$ cat src/rtl/fetch_pkg.sv
// fetch_pkg: shared types and constants for the instruction fetch unit
package fetch_pkg;
    typedef enum logic [1:0] {IDLE, REQ, WAIT, DONE} fetch_state_t;
    localparam int INSTR_BYTES = 4;
    localparam logic [63:0] DEFAULT_RESET_PC = 64'h0;
endpackage

$ cat src/rtl/fetch_pc_reg.sv
// fetch_pc_reg: PC register with deferred redirect target and +4 increment
// load_i    : write target_i into the PC directly
// defer_i   : latch target_i as the pending redirect (fetch in flight)
// capture_i : instruction captured; advance PC to pending target or PC+4
// pc_o      : current PC
module fetch_pc_reg
    import fetch_pkg::*;
#(
    parameter int ADDR_W = 64,
    parameter logic [ADDR_W-1:0] RESET_PC = ADDR_W'(DEFAULT_RESET_PC)
) (
    input  logic              clk,
    input  logic              reset,
    input  logic              load_i,
    input  logic              defer_i,
    input  logic              capture_i,
    input  logic [ADDR_W-1:0] target_i,
    output logic [ADDR_W-1:0] pc_o
);
    logic [ADDR_W-1:0] pc_q, pc_d, tgt_q, tgt_d;
    logic              pend_q, pend_d, pend_any;

    // A redirect arriving on the capture edge itself still wins over PC+4
    always_comb begin
        pend_any = defer_i | pend_q;
        tgt_d    = defer_i ? target_i : tgt_q;
        pend_d   = pend_any & ~capture_i;
        pc_d     = load_i ? target_i :
                   capture_i ? (pend_any ? tgt_d : pc_q + ADDR_W'(INSTR_BYTES)) : pc_q;
    end

    always_ff @(posedge clk or posedge reset) begin
        if (reset) begin
            pc_q   <= RESET_PC;
            tgt_q  <= '0;
            pend_q <= 1'b0;
        end else begin
            pc_q   <= pc_d;
            tgt_q  <= tgt_d;
            pend_q <= pend_d;
        end
    end

    assign pc_o = pc_q;
endmodule

$ cat src/rtl/instr_fetch_unit.sv
// instr_fetch_unit: PC/IR owner running a req/resp handshake to instruction memory
// fetch_req/fetch_done/fetch_busy : control handshake
// pc_write/pc_next                : PC redirect, deferred while a fetch is in flight
// pc_out/fetch_pc/instruction_out : current PC, address of IR, IR
// misaligned                      : fetch refused, PC not word aligned
// imem_*                          : memory request/response channel
module instr_fetch_unit
    import fetch_pkg::*;
#(
    parameter int ADDR_W  = 64,
    parameter int INSTR_W = 32,
    parameter logic [ADDR_W-1:0] RESET_PC = ADDR_W'(DEFAULT_RESET_PC)
) (
    input  logic               clk,
    input  logic               reset,
    input  logic               fetch_req,
    output logic               fetch_done,
    output logic               fetch_busy,
    input  logic               pc_write,
    input  logic [ADDR_W-1:0]  pc_next,
    output logic [ADDR_W-1:0]  pc_out,
    output logic [ADDR_W-1:0]  fetch_pc,
    output logic [INSTR_W-1:0] instruction_out,
    output logic               misaligned,
    output logic               imem_req,
    output logic [ADDR_W-1:0]  imem_addr,
    input  logic               imem_ready,
    input  logic               imem_rvalid,
    input  logic [INSTR_W-1:0] imem_rdata
);
    fetch_state_t       state_q, state_d;
    logic [INSTR_W-1:0] ir_q, ir_d;
    logic [ADDR_W-1:0]  fpc_q, fpc_d;
    logic               capture, start, in_flight;

    fetch_pc_reg #(.ADDR_W(ADDR_W), .RESET_PC(RESET_PC)) u_pc (
        .clk      (clk),
        .reset    (reset),
        .load_i   (pc_write & ~in_flight),
        .defer_i  (pc_write & in_flight),
        .capture_i(capture),
        .target_i (pc_next),
        .pc_o     (pc_out)
    );

    always_comb begin
        in_flight  = (state_q == REQ) || (state_q == WAIT);
        capture    = imem_rvalid && (state_q == WAIT || (state_q == REQ && imem_ready));
        // pc_write in IDLE takes precedence and drops the fetch request
        start      = (state_q == IDLE) && fetch_req && !pc_write;
        misaligned = start && (pc_out[1:0] != 2'b00);
        state_d    = state_q;
        case (state_q)
            IDLE:    state_d = (start && !misaligned) ? REQ : IDLE;
            REQ:     state_d = imem_ready ? (imem_rvalid ? DONE : WAIT) : REQ;
            WAIT:    state_d = imem_rvalid ? DONE : WAIT;
            default: state_d = IDLE;
        endcase
        ir_d       = capture ? imem_rdata : ir_q;
        fpc_d      = capture ? pc_out : fpc_q;
        imem_req   = state_q == REQ;
        imem_addr  = pc_out;
        fetch_done = state_q == DONE;
        fetch_busy = state_q != IDLE;
    end

    always_ff @(posedge clk or posedge reset) begin
        if (reset) begin
            state_q <= IDLE;
            ir_q    <= '0;
            fpc_q   <= RESET_PC;
        end else begin
            state_q <= state_d;
            ir_q    <= ir_d;
            fpc_q   <= fpc_d;
        end
    end

    assign instruction_out = ir_q;
    assign fetch_pc        = fpc_q;
endmodule

$ cat config.mk
export PLATFORM = sky130hd
export DESIGN_NAME = instr_fetch_unit
export DESIGN_NICKNAME = d
export VERILOG_FILES = /design/src/rtl/fetch_pkg.sv /design/src/rtl/fetch_pc_reg.sv /design/src/rtl/instr_fetch_unit.sv
export SDC_FILE = /design/constraint.sdc
export NUM_CORES = 1
export LEC_CHECK = 0
export ABC_AREA = 1
export ABC_CLOCK_PERIOD_IN_PS = 6300
export BUFFER_PORTS_ARGS = -buffer_cell sky130_fd_sc_hd__buf_4
export CORE_MARGIN = 3
export CORE_UTILIZATION = 50
export CTS_BUF_LIST = sky130_fd_sc_hd__clkbuf_2
export DETAILED_ROUTE_END_ITERATION = 8
export GPL_ROUTABILITY_DRIVEN = 0
export PLACE_DENSITY_LB_ADDON = 0.15
export SYNTH_ARGS = -nofsm -noshare
export SYNTH_HDL_FRONTEND = slang
export SYNTH_SLANG_ARGS = --single-unit
$ cat constraint.sdc
create_clock -name clk -period 6.3 [get_ports clk]
set_input_delay 0.63 -clock clk [delete_from_list [all_inputs] [get_ports clk]]
set_output_delay 0.63 -clock clk [all_outputs]
set_load 0.1 [all_outputs]
# After elaboration in Yosys (flattened, before gate mapping)
# Index checks and enable logic that the tools add are counted.
classes:
  shift: 0
  addsub: 1
  mul: 0
  n_div: 0
  order_cmp: 0
  n_reduce_logical: 14
  mux: 8
  bitwise_logic: 6
  n_eq_ne: 3
ops:
  columns: ["cell", "count"]
  rows:
  - ["64-bit two-way mux", 4]
  - ["64-bit by 3-bit adder with 64-bit output (second input constant)", 1]
  - ["1-bit logical AND", 6]
  - ["2-bit one-hot mux with 3 select lines", 1]
  - ["2-bit nonzero test", 3]
  - ["2-bit == test (second input constant)", 2]
  - ["1-bit AND", 3]
  - ["2-bit by 1-bit == test with 1-bit output (second input constant)", 1]
  - ["1-bit zero test", 2]
  - ["2-bit zero test", 1]
  - ["1-bit logical OR", 2]
  - ["1-bit two-way mux", 2]
  - ["2-bit two-way mux", 1]
  - ["1-bit NOT", 2]
  - ["1-bit OR", 1]
totals:
  ramBits: 0
  n_memories: 0
  latch_bits: 0
  output_inout_bits: 228
  elab_cells: 38
  reg_bits: 227
  romBits: 0
  input_bits: 102

# Logic depth before layout (Yosys ltp)
# Gate-level depths: netlist of the first run.
logic_depth:
  depth_word: 8
  depth_mapped: 11
  mapped_depth_nobuf: 11

# Cells and area by module
# Synthesis of the first run repeated with hierarchy kept, for this count alone.
hier_totals:
  hier_cells: 1611
  area_unflattened_um2: 12017.8
modules_own_cells:
  columns: ["mod", "cells_per_inst", "seq_area_each_um2", "area_each_um2", "instances"]
  rows:
  - ["fetch_pc_reg", 1111, 3228.1, 7722.4, 1]
  - ["instr_fetch_unit", 500, 2452.4, 4295.4, 1]

# Worst setup path before layout of the first run
# OpenSTA, ideal clock, no wires.
synth_path:
  path_kind: "register to output"
  startpoint: "register u_pc.pc_q[0] (netlist: u_pc.pc_o[0])"
  endpoint: "output misaligned"
  required_ns: 5.670
  stages_incl_launch_ff: 3
  arrival_ns: 2.628
  setup_slack_ns: 3.042
  path_buffers: 0
  cell_sequence: "dfrtp_1 inv_1 a21oi_1"
synth_between:
  elab_chain_cells: 2
synth_rtl:
  columns: ["element", "line", "source"]
  rows:
  - ["from (decl)", "fetch_pc_reg.sv:20", "logic [ADDR_W-1:0] pc_q, pc_d, tgt_q, tgt_d;"]
  - ["from (signal assigned)", "fetch_pc_reg.sv:38", "pc_q <= pc_d;"]
  - ["2-bit nonzero test", "instr_fetch_unit.sv:51", "misaligned = start && (pc_out[1:0] != 2'b00);"]
  - ["1-bit logical AND", "instr_fetch_unit.sv:51", null]
  - ["to (decl)", "instr_fetch_unit.sv:24", "output logic misaligned,"]
# No other way between the ends.

# Worst setup path after layout of the first run
layout_path:
  startpoint: "register state_q[0]"
  endpoint: "register u_pc.pc_q[8] (netlist: u_pc.pc_o[8])"
layout_between:
  elab_chain_cells: 7
  elab_cells_between_ends: 15
  cone_classes: "eq/ne: 2; mux: 4; bitwise: 4; reduce/logical: 5"
layout_rtl:
  columns: ["element", "line", "source"]
  rows:
  - ["from (decl)", "instr_fetch_unit.sv:31", "fetch_state_t state_q, state_d;"]
  - ["from (signal assigned)", "instr_fetch_unit.sv:73", "state_q <= state_d;"]
  - ["2-bit by 1-bit == test with 1-bit output or 2-bit == test (tied branches)", "instr_fetch_unit.sv:47, instr_fetch_unit.sv:48", null]
  - ["1-bit logical OR", "instr_fetch_unit.sv:47", "in_flight = (state_q == REQ) || (state_q == WAIT);"]
  - ["1-bit AND", "instr_fetch_unit.sv:40", ".defer_i (pc_write & in_flight),"]
  - ["64-bit two-way mux or 1-bit OR (tied branches)", "fetch_pc_reg.sv:26, fetch_pc_reg.sv:25", null]
  - ["64-bit two-way mux (2 in a row)", "fetch_pc_reg.sv:29", "capture_i ? (pend_any ? tgt_d : pc_q + ADDR_W'(INSTR_BYTES)) : pc_q;"]
  - ["64-bit two-way mux", "fetch_pc_reg.sv:28", "pc_d = load_i ? target_i :"]
# Parallel ways exist; a longest one is shown, timed or not. The select of a mux whose other input is x is not followed.
# A chain may end at the register's enable or synchronous reset.

==> qor.csv, run 1 <==
metric;value;unit
CP Capture Type;flip-flop;
DRC viols;0;
first-pass GRT wire length;62.3;mm
largest net degree at the start of global routing;134;
#FFs+latches synth;227;
vias in the first global route;11913;
met1 Track Usage GR;38.6;%
grt total ovfl;0;
crit-path leading delay family;buffers and inverters;
post-synthesis mux area share;0;%
Worst Setup Slack, final;3.23;ns
clk buf depth;3;
WL final;40.1;mm
worst hold path type;in2reg;
top-area cell type share of the netlist area;46.1;%
main area contributors after synthesis;dfrtp_1 (46%), nand2_1 (17%), inv_1 (6.2%), nor2_1 (5.9%), o21ai_0 (5.8%);
CTS tree;yes;
# IOs;330;
Root Driver;clkbuf_2;
via count;12362;
Clock Latency Late Sink;0.84;ns
CTS resizes;0;
crit path kind;reg2reg;
CTS buffer count;58;
Max Slew Vio Count;0;
initial antenna violation count;1;
CP max stage cell;buf_4;
I/O Buffers;329;
grt met3 use;7.30;%
clk sinks;227;
main combinational cell family by area after synthesis;simple AND/OR/NAND/NOR gates;
Rows;56;
Hold Violations, Final;0;
Fin Clk Skew;0.0511;ns
WL per Instance;16.9;um
fin crit share;48.7;%
Yosys warning total;0;
simple-gate portion of the synthesized area;28.5;%
area share of xor/xnor cells in the synthesized design;0.497;%
Worst Path Buf+Inv;5;
CP Cell Sequence;inv_1 -> ha_1 -> nor2_4 -> inv_2 -> buf_4 -> nand2_1 -> buf_4 -> inv_2 -> o21ai_0 -> o221ai_1;
post-synthesis sequential area ratio;46.1;%
DP HPWL;28.5;mm
post-synthesis to final-layout area growth;24.9;%
clock-pin slew on the worst setup and hold paths;0.10;ns
slowest stage delay, CP;0.47;ns
status;complete, no violations;
vias per inst;5.22;
post-synthesis compound-gate area fraction;11.7;%
CP required;6.97;ns
chip height;163;um
Layout Nets;2122;
met2 usage;47.9;%
max_cap viols;0;
Horiz. Die Dim;163;um
Floorplan Core Area;0.0238;mm^2
filler cell count;2189;
GRT Util Overall;29.4;%
worst slew pin tran;1.13;ns
cells after synthesis;1706;
Fmax achieved;0.326;GHz
GR peak layer;met2;
layout cell share with drive strength beyond 1;22.7;%
final setup violation count;0;
Post-Place Setup Slack;3.33;ns
router iterations before antenna repair;5;
Yosys cell types;34;
post-synthesis adder-cell area fraction;0.508;%
crit-path max FO;61;
synthesized cell area;0.0123;mm^2
Post-Syn Area per Cell;7.22;um^2
area leader, netlist;dfrtp_1;
Final ANT Viol Nets;0;
Starting DRT DRC Count;1007;
Tmin final;3.07;ns
Mapped Nets;1813;
CP arrival;3.74;ns
Relative slew margins;24.6;%
die area;0.0266;mm^2
H-tree Lvls;2;
Starting Density;51.7;%
crit start category;flip-flop;
RSZ-0062 raised after global routing;false;
setup tns final;0;ns
[layout by cell type (no fill, tap or decap), types with 12 or more instances in the layout]
master	count
dlygate4sd3_1	39
inv_1	203
nand3_1	69
o21bai_1	12
nand2_1	561
dfrtp_1	227
o21ai_1	22
clkbuf_2	87
nor2_1	195
o21ai_0	143
buf_4	337
o22ai_1	49
[worst register-to-register path: cells and delay by family, from the launching register on]
kind | cells | cell delay, ns
compound gates | 2 | 0.37
fa+ha+maj | 1 | 0.37
flops | 1 | 0.38
buf+inv | 5 | 1.32
simple gates | 2 | 0.47
[path summary, 6_finish.rpt]
path | start | end | slack, ns | cells after the start
worst max-delay path | state_q[0] | u_pc.pc_o[8] | 3.23 | 10
worst min-delay path | imem_rdata[10] | instruction_out[10] | 0.1 | 3
worst max register to register | state_q[0] | u_pc.pc_o[8] | 3.23 | 10
worst min register to register | instruction_out[31] | instruction_out[31] | 0.48 | 2
max in group asynchronous | reset | fetch_pc[48] | 4.56 | 4
min in group asynchronous | reset | u_pc.pc_o[10] | 0.41 | 3
[stage by stage]
| stage | hold slack [ns] | std cells | util, % | instance area, um^2 |
|---|---|---|---|---|
| 2_1_floorplan | 0.445 | 1706 | - | 12300 |
| 3_3_place_gp | 0.456 | 2235 | 61.0 | 14500 |
| 3_5_place_dp | 0.460 | 2235 | 61.0 | 14500 |
| 4_1_cts | 0.00746 | 2367 | 64.6 | 15400 |
| 5_1_grt | 0.0467 | 2368 | 64.6 | 15400 |
| 6_report | 0.0997 | 2369 | 64.6 | 15400 |
[Yosys cell counts]
| cell | n |
|---|---|
| o211ai_1 | 10 |
| o21ai_0 | 143 |
| nor2_1 | 195 |
| o221ai_1 | 6 |
| a21o_1 | 2 |
| nand2_1 | 561 |
| nand2_2 | 9 |
| dfrtp_1 | 227 |
| clkinv_1 | 2 |
| ha_1 | 5 |
| o21a_1 | 3 |
| clkbuf_1 | 34 |
| nand2_4 | 3 |
| nor2_2 | 6 |
| inv_2 | 9 |
| nor2_8 | 2 |
| a21oi_1 | 9 |
| o21ai_1 | 22 |
| clkbuf_2 | 2 |
| nor2_4 | 6 |
| buf_2 | 25 |
| nand3b_1 | 1 |
| xor2_1 | 7 |
| nand3_2 | 1 |
| buf_4 | 64 |
| nand3_1 | 69 |
| o22ai_1 | 49 |
| and2_1 | 1 |
| buf_1 | 3 |
| o21bai_1 | 12 |
| nor3_1 | 1 |
| nand4_1 | 11 |
| inv_1 | 205 |
| a22oi_1 | 1 |
[area by class of cell]
class,count,area [um^2],area share (%)
diodes,2,5.00,0.0325
clock buffers,87,435,2.83
clock inverters,6,22.5,0.146
inverters,216,817,5.31
multi-input cells,1135,5090,33.1
flip-flops and latches,227,5680,36.9
well taps,319,399,2.59
repair buffers,377,2940,19.1
[layer usage]
layer | part of all wire (%) | vias up
met3 | 9.8 | 98
met1 | 41 | 5723
met5 | 0 | -
li1 | - | 5917
met2 | 46 | 624
met4 | 3.1 | 0
[logic make-up (layout without fill, tap and decap cells)]
logic type,Yosys count,count (layout)
AND/OR/NAND/NOR,866,866
buffers and inverters,344,686
AO/OA/AOI/OAI,257,257
flip-flops,227,227
XOR/XNOR,7,7
adder cells (fa/ha/maj),5,5
other,0,2
[repair_timing]
item	in CTS	in global routing
hold buffers	39	0
hold endpoints to repair	69	0
setup endpoints to repair	0	0
buffers inserted	0	0
Power of run 1 is left out: the tool's default activity adds up to more than one toggle a clock period on the data nets, which glitch-free logic cannot reach.
==> run 2: changes to the inputs <==
- ABC_CLOCK_PERIOD_IN_PS: 6300 -> 3050
- CORE_UTILIZATION: 50 -> 55
- clock period: 6.3 -> 3.05 ns (I/O delays scaled with it)
==> run 2 against run 1 <==
Compared with the run above: final cell count increased by 1.7%; critical path type unchanged; first-iteration DRC count increased by 28%; count of clock-buffer cells in the layout increased by 1; routed wire length increased by 5.8%; cell area increased by 5.3%; setup slack got worse by 2.6 ns; via count increased by 5.3%; clock skew increased by 0.020 ns; register-to-register slack got worse by 2.6 ns; die area decreased by 8.8%; global-route usage increased by 5.0 points; highest routed layer unchanged.
==> qor.csv, run 2 (same netlist as run 1, synthesis figures left out) <==
metric;value;unit
CP Capture Type;flip-flop;
final setup violation count;0;
Final ANT Viol Nets;0;
clk buf depth;3;
vias per inst;5.40;
GR peak layer;met2;
largest net degree at the start of global routing;116;
# IOs;330;
worst hold path type;in2async;
H-tree Lvls;2;
RSZ-0062 raised after global routing;false;
chip height;156;um
Clock Latency Late Sink;0.89;ns
Root Driver;clkbuf_2;
CTS tree;yes;
CP required;3.82;ns
first-pass GRT wire length;67.3;mm
Worst R2R Path Depth;10;
crit path kind;reg2reg;
FF+latch area;0.00568;mm^2
initial antenna violation count;1;
Tmin final;2.39;ns
I/O Buffers;329;
Max Slew Vio Count;0;
WL per Instance;17.6;um
clock-pin slew on the worst setup and hold paths;0.10;ns
max_cap viols;0;
clk sinks;227;
WL final;42.4;mm
crit-path max FO;51;
layout cell share with drive strength beyond 1;22.4;%
Starting Density;56.3;%
grt total ovfl;0;
die area;0.0242;mm^2
met1 Track Usage GR;44.3;%
Starting DRT DRC Count;1284;
CP arrival;3.16;ns
vias in the first global route;12957;
crit start category;flip-flop;
commonest non-fill, non-tap cell in the layout;nand2_1;
Floorplan Core Area;0.0219;mm^2
post-CTS setup buffer count;0;
area of the multi-input gates;0.00509;mm^2
Fin Clk Skew;0.0715;ns
router iterations before antenna repair;5;
Fmax achieved;0.418;GHz
GRT Util Overall;34.5;%
CTS buffer count;59;
post-synthesis to final-layout area growth;31.5;%
Rows;54;
Hold Violations, Final;0;
DP HPWL;28.9;mm
Relative slew margins;41.0;%
fin crit share;78.4;%
filler cell count;1712;
Horiz. Die Dim;156;um
status;complete, no violations;
via count;13017;
met2 usage;56.4;%
grt met3 use;7.96;%
final core occ;74.0;%
DRC viols;0;
most frequent cells in the layout;nand2_1 (561), buf_4 (341), dfrtp_1 (227);
worst slew pin tran;0.882;ns
Layout Nets;2200;
-- run 2: cell types whose count changed in the layout (fill, tap and decap cells not counted) --
cell | before | now
dlygate4sd3_1 | 39 | 106
buf_4 | 337 | 341
diode_2 | 2 | 1
clkinv_1 | 7 | 8
clkinv_2 | 0 | 1
clkbuf_2 | 87 | 88
buf_12 | 1 | 7
bufinv_16 | 0 | 1
-- run 2: path summary, 6_finish.rpt --
check	startpoint	slack [ns]	to
worst max-delay path	state_q[1]	0.66	u_pc.pc_o[48]
worst min-delay path	reset	0.15	u_pc.tgt_q[11]
worst max register to register	state_q[1]	0.66	u_pc.pc_o[48]
worst min register to register	fetch_pc[4]	0.48	fetch_pc[4]
max in group asynchronous	reset	2.06	instruction_out[22]
min in group clk	pc_next[15]	0.21	u_pc.pc_o[15]
-- run 2: timing repair --
action | CTS | global route
setup endpoints to repair | 0 | 0
endpoints found under the hold margin | 190 | 0
hold buffers | 106 | 0
resized for setup | 0 | 0
-- run 2: worst max-delay path, cell delays in order, from the launching register on --
cell     delay, ns
dfrtp_1       0.38
inv_1         0.07
ha_1          0.21
a21oi_1       0.27
nor2_4        0.09
nor2_1        0.64
inv_2         0.10
buf_12        0.23
o22ai_1       0.16
inv_1         0.06
nand2_1       0.06
-- run 2: per-stage QoR --
step | std cells | cell area [um^2] | setup slack, ns | hold WS, ns | setup TNS [ns]
after global placement | 2206 | 14600 | 0.898 | 0.455 | 0
after CTS | 2409 | 16200 | 0.609 | 0.103 | 0
after global routing | 2410 | 16200 | 0.479 | 0.165 | 0
after floorplan | 1706 | 12300 | -0.221 | 0.422 | -50.17
after detailed placement | 2206 | 14600 | 0.751 | 0.461 | 0
final | 2410 | 16200 | 0.659 | 0.155 | 0
-- run 2: layout make-up --
class / count / share of cell area [%]
antenna: 1 / 0.0154
clock buffer: 88 / 2.72
clock inverter: 9 / 0.378
inverter: 216 / 5.04
multi-input combinational: 1135 / 31.4
sequential: 227 / 35.1
tap: 280 / 2.16
timing repair buffer: 454 / 23.2
-- run 2: layer usage --
layer,vias up,part of all wire (%)
met5,-,0
met3,134,10
met2,748,48
li1,6059,-
met4,0,4.0
met1,6076,38
Power of run 2 is left out for the same reason.
==> run 3: changes to the inputs <==
- ABC_CLOCK_PERIOD_IN_PS: 3050 -> 2400
- clock period: 3.05 -> 2.4 ns (I/O delays scaled with it)
==> run 3 against run 2 <==
Compared with the run above: die area stayed put; hold slack worse by 0.12 ns; register-to-register slack lost 0.51 ns; via count decreased by 0.42%; final cell count hardly changed; critical path depth is 5 lower; setup slack worse by 0.52 ns; global-route usage fell by 1.2 points; routed wire length decreased by 2.2%; cell area increased by 0.13%; critical path type is now reg2out; critical endpoint is now misaligned; highest routed layer unchanged.
==> qor.csv, run 3 (same netlist as run 1, synthesis figures left out) <==
metric;value;unit
status;complete, no violations;
Fmax achieved;0.443;GHz
WL final;41.5;mm
router iterations before antenna repair;6;
CTS tree;yes;
crit-path max FO;2;
H-tree Lvls;2;
largest net degree at the start of global routing;116;
die area;0.0242;mm^2
worst slew pin tran;0.715;ns
CP required;2.16;ns
Fin Clk Skew;0.0943;ns
chip height;156;um
max_cap viols;0;
Layout Nets;2201;
final core occ;74.1;%
Floorplan Core Area;0.0219;mm^2
Worst Setup SP;state_q[0];
clk sinks;227;
crit start category;flip-flop;
vias in the first global route;12513;
Hold WS;0.0398;ns
worst hold path type;in2async;
final std cells w/o fill;2409;
Starting Density;56.3;%
Placed Instances;2210;
Met1 Routed Length;15.8;mm
Horiz. Die Dim;156;um
worst reg2reg startpoint;state_q[0];
WL met3;4.30;mm
fin crit share;94.1;%
DR top layer;met4;
area of the multi-input gates;0.00511;mm^2
Clock Latency Late Sink;0.88;ns
Worst Setup Slack, final;0.141;ns
WL per Instance;17.2;um
via count;12962;
DRC viols;0;
commonest non-fill, non-tap cell in the layout;nand2_1;
DP HPWL;29.2;mm
GRT Util Overall;33.2;%
final setup violation count;0;
grt total ovfl;0;
most frequent cells in the layout;nand2_1 (561), buf_4 (345), dfrtp_1 (227);
first-pass GRT wire length;64.9;mm
clk buf depth;3;
CP arrival;2.02;ns
post-synthesis to final-layout area growth;31.6;%
Hold Violations, Final;0;
Relative slew margins;52.2;%
Starting DRT DRC Count;1206;
filler cell count;1717;
initial antenna violation count;2;
CTS buffer count;55;
Met2 Wirelength;19.8;mm
RSZ-0062 raised after global routing;false;
Tmin final;2.26;ns
I/O Buffers;329;
Root Driver;clkbuf_2;
layout cell share with drive strength beyond 1;22.4;%
Final ANT Viol Nets;0;
# IOs;330;
Rows;54;
clock-pin slew on the worst setup and hold paths;0.11;ns
Max Slew Vio Count;0;
crit path kind;reg2out;
CP Capture Type;output pin;
FF+latch area;0.00568;mm^2
Post-Place Setup Slack;0.333;ns
vias per inst;5.38;
run 3: path summary, 6_finish.rpt:
| kind | end | slack (ns) | depth (start not counted) |
|---|---|---|---|
| worst min-delay path | u_pc.tgt_q[32] | 0.04 | 3 |
| min in group clk | u_pc.tgt_q[18] | 0.16 | 4 |
| worst max-delay path | misaligned | 0.14 | 5 |
| worst min register to register | instruction_out[11] | 0.48 | 2 |
| worst max register to register | u_pc.pc_o[9] | 0.15 | 10 |
| max in group asynchronous | instruction_out[25] | 1.48 | 4 |
run 3: cell type report:
| cell class | instances | area share [%] |
|---|---|---|
| sequential | 227 | 35.0 |
| inverter | 216 | 5.04 |
| tap | 280 | 2.16 |
| clock buffer | 77 | 2.38 |
| multi-input combinational | 1135 | 31.5 |
| antenna | 2 | 0.0308 |
| clock inverter | 13 | 0.347 |
| timing repair buffer | 459 | 23.6 |
run 3: layer usage:
layer	vias to the layer above	global-route usage (%)
met3	119	7.46
met2	777	55.2
met1	6002	42.4
met4	0	13.7
met5	-	0
li1	6064	-
run 3: stage by stage:
stage	cell area (um^2)	setup TNS, ns
2_1_floorplan	12300	-182.96
3_3_place_gp	14700	0
3_5_place_dp	14700	0
4_1_cts	16200	0
5_1_grt	16200	0
6_report	16200	0
run 3: what timing repair did:
| item | 4_1_cts | 5_1_grt |
|---|---|---|
| resized for setup | 0 | 1 |
| setup endpoints to repair | 0 | 2 |
| buffers inserted | 0 | 2 |
| hold endpoints to repair | 340 | 0 |
| hold buffers | 105 | 0 |
run 3: critical path, stage by stage (launching register included):
cell and delay [ns]:
dfrtp_1 0.40, inv_1 0.13, ha_4 0.15, nand3_1 0.10, a21oi_2 0.11, buf_4 0.30
Power of run 3 is left out for the same reason.
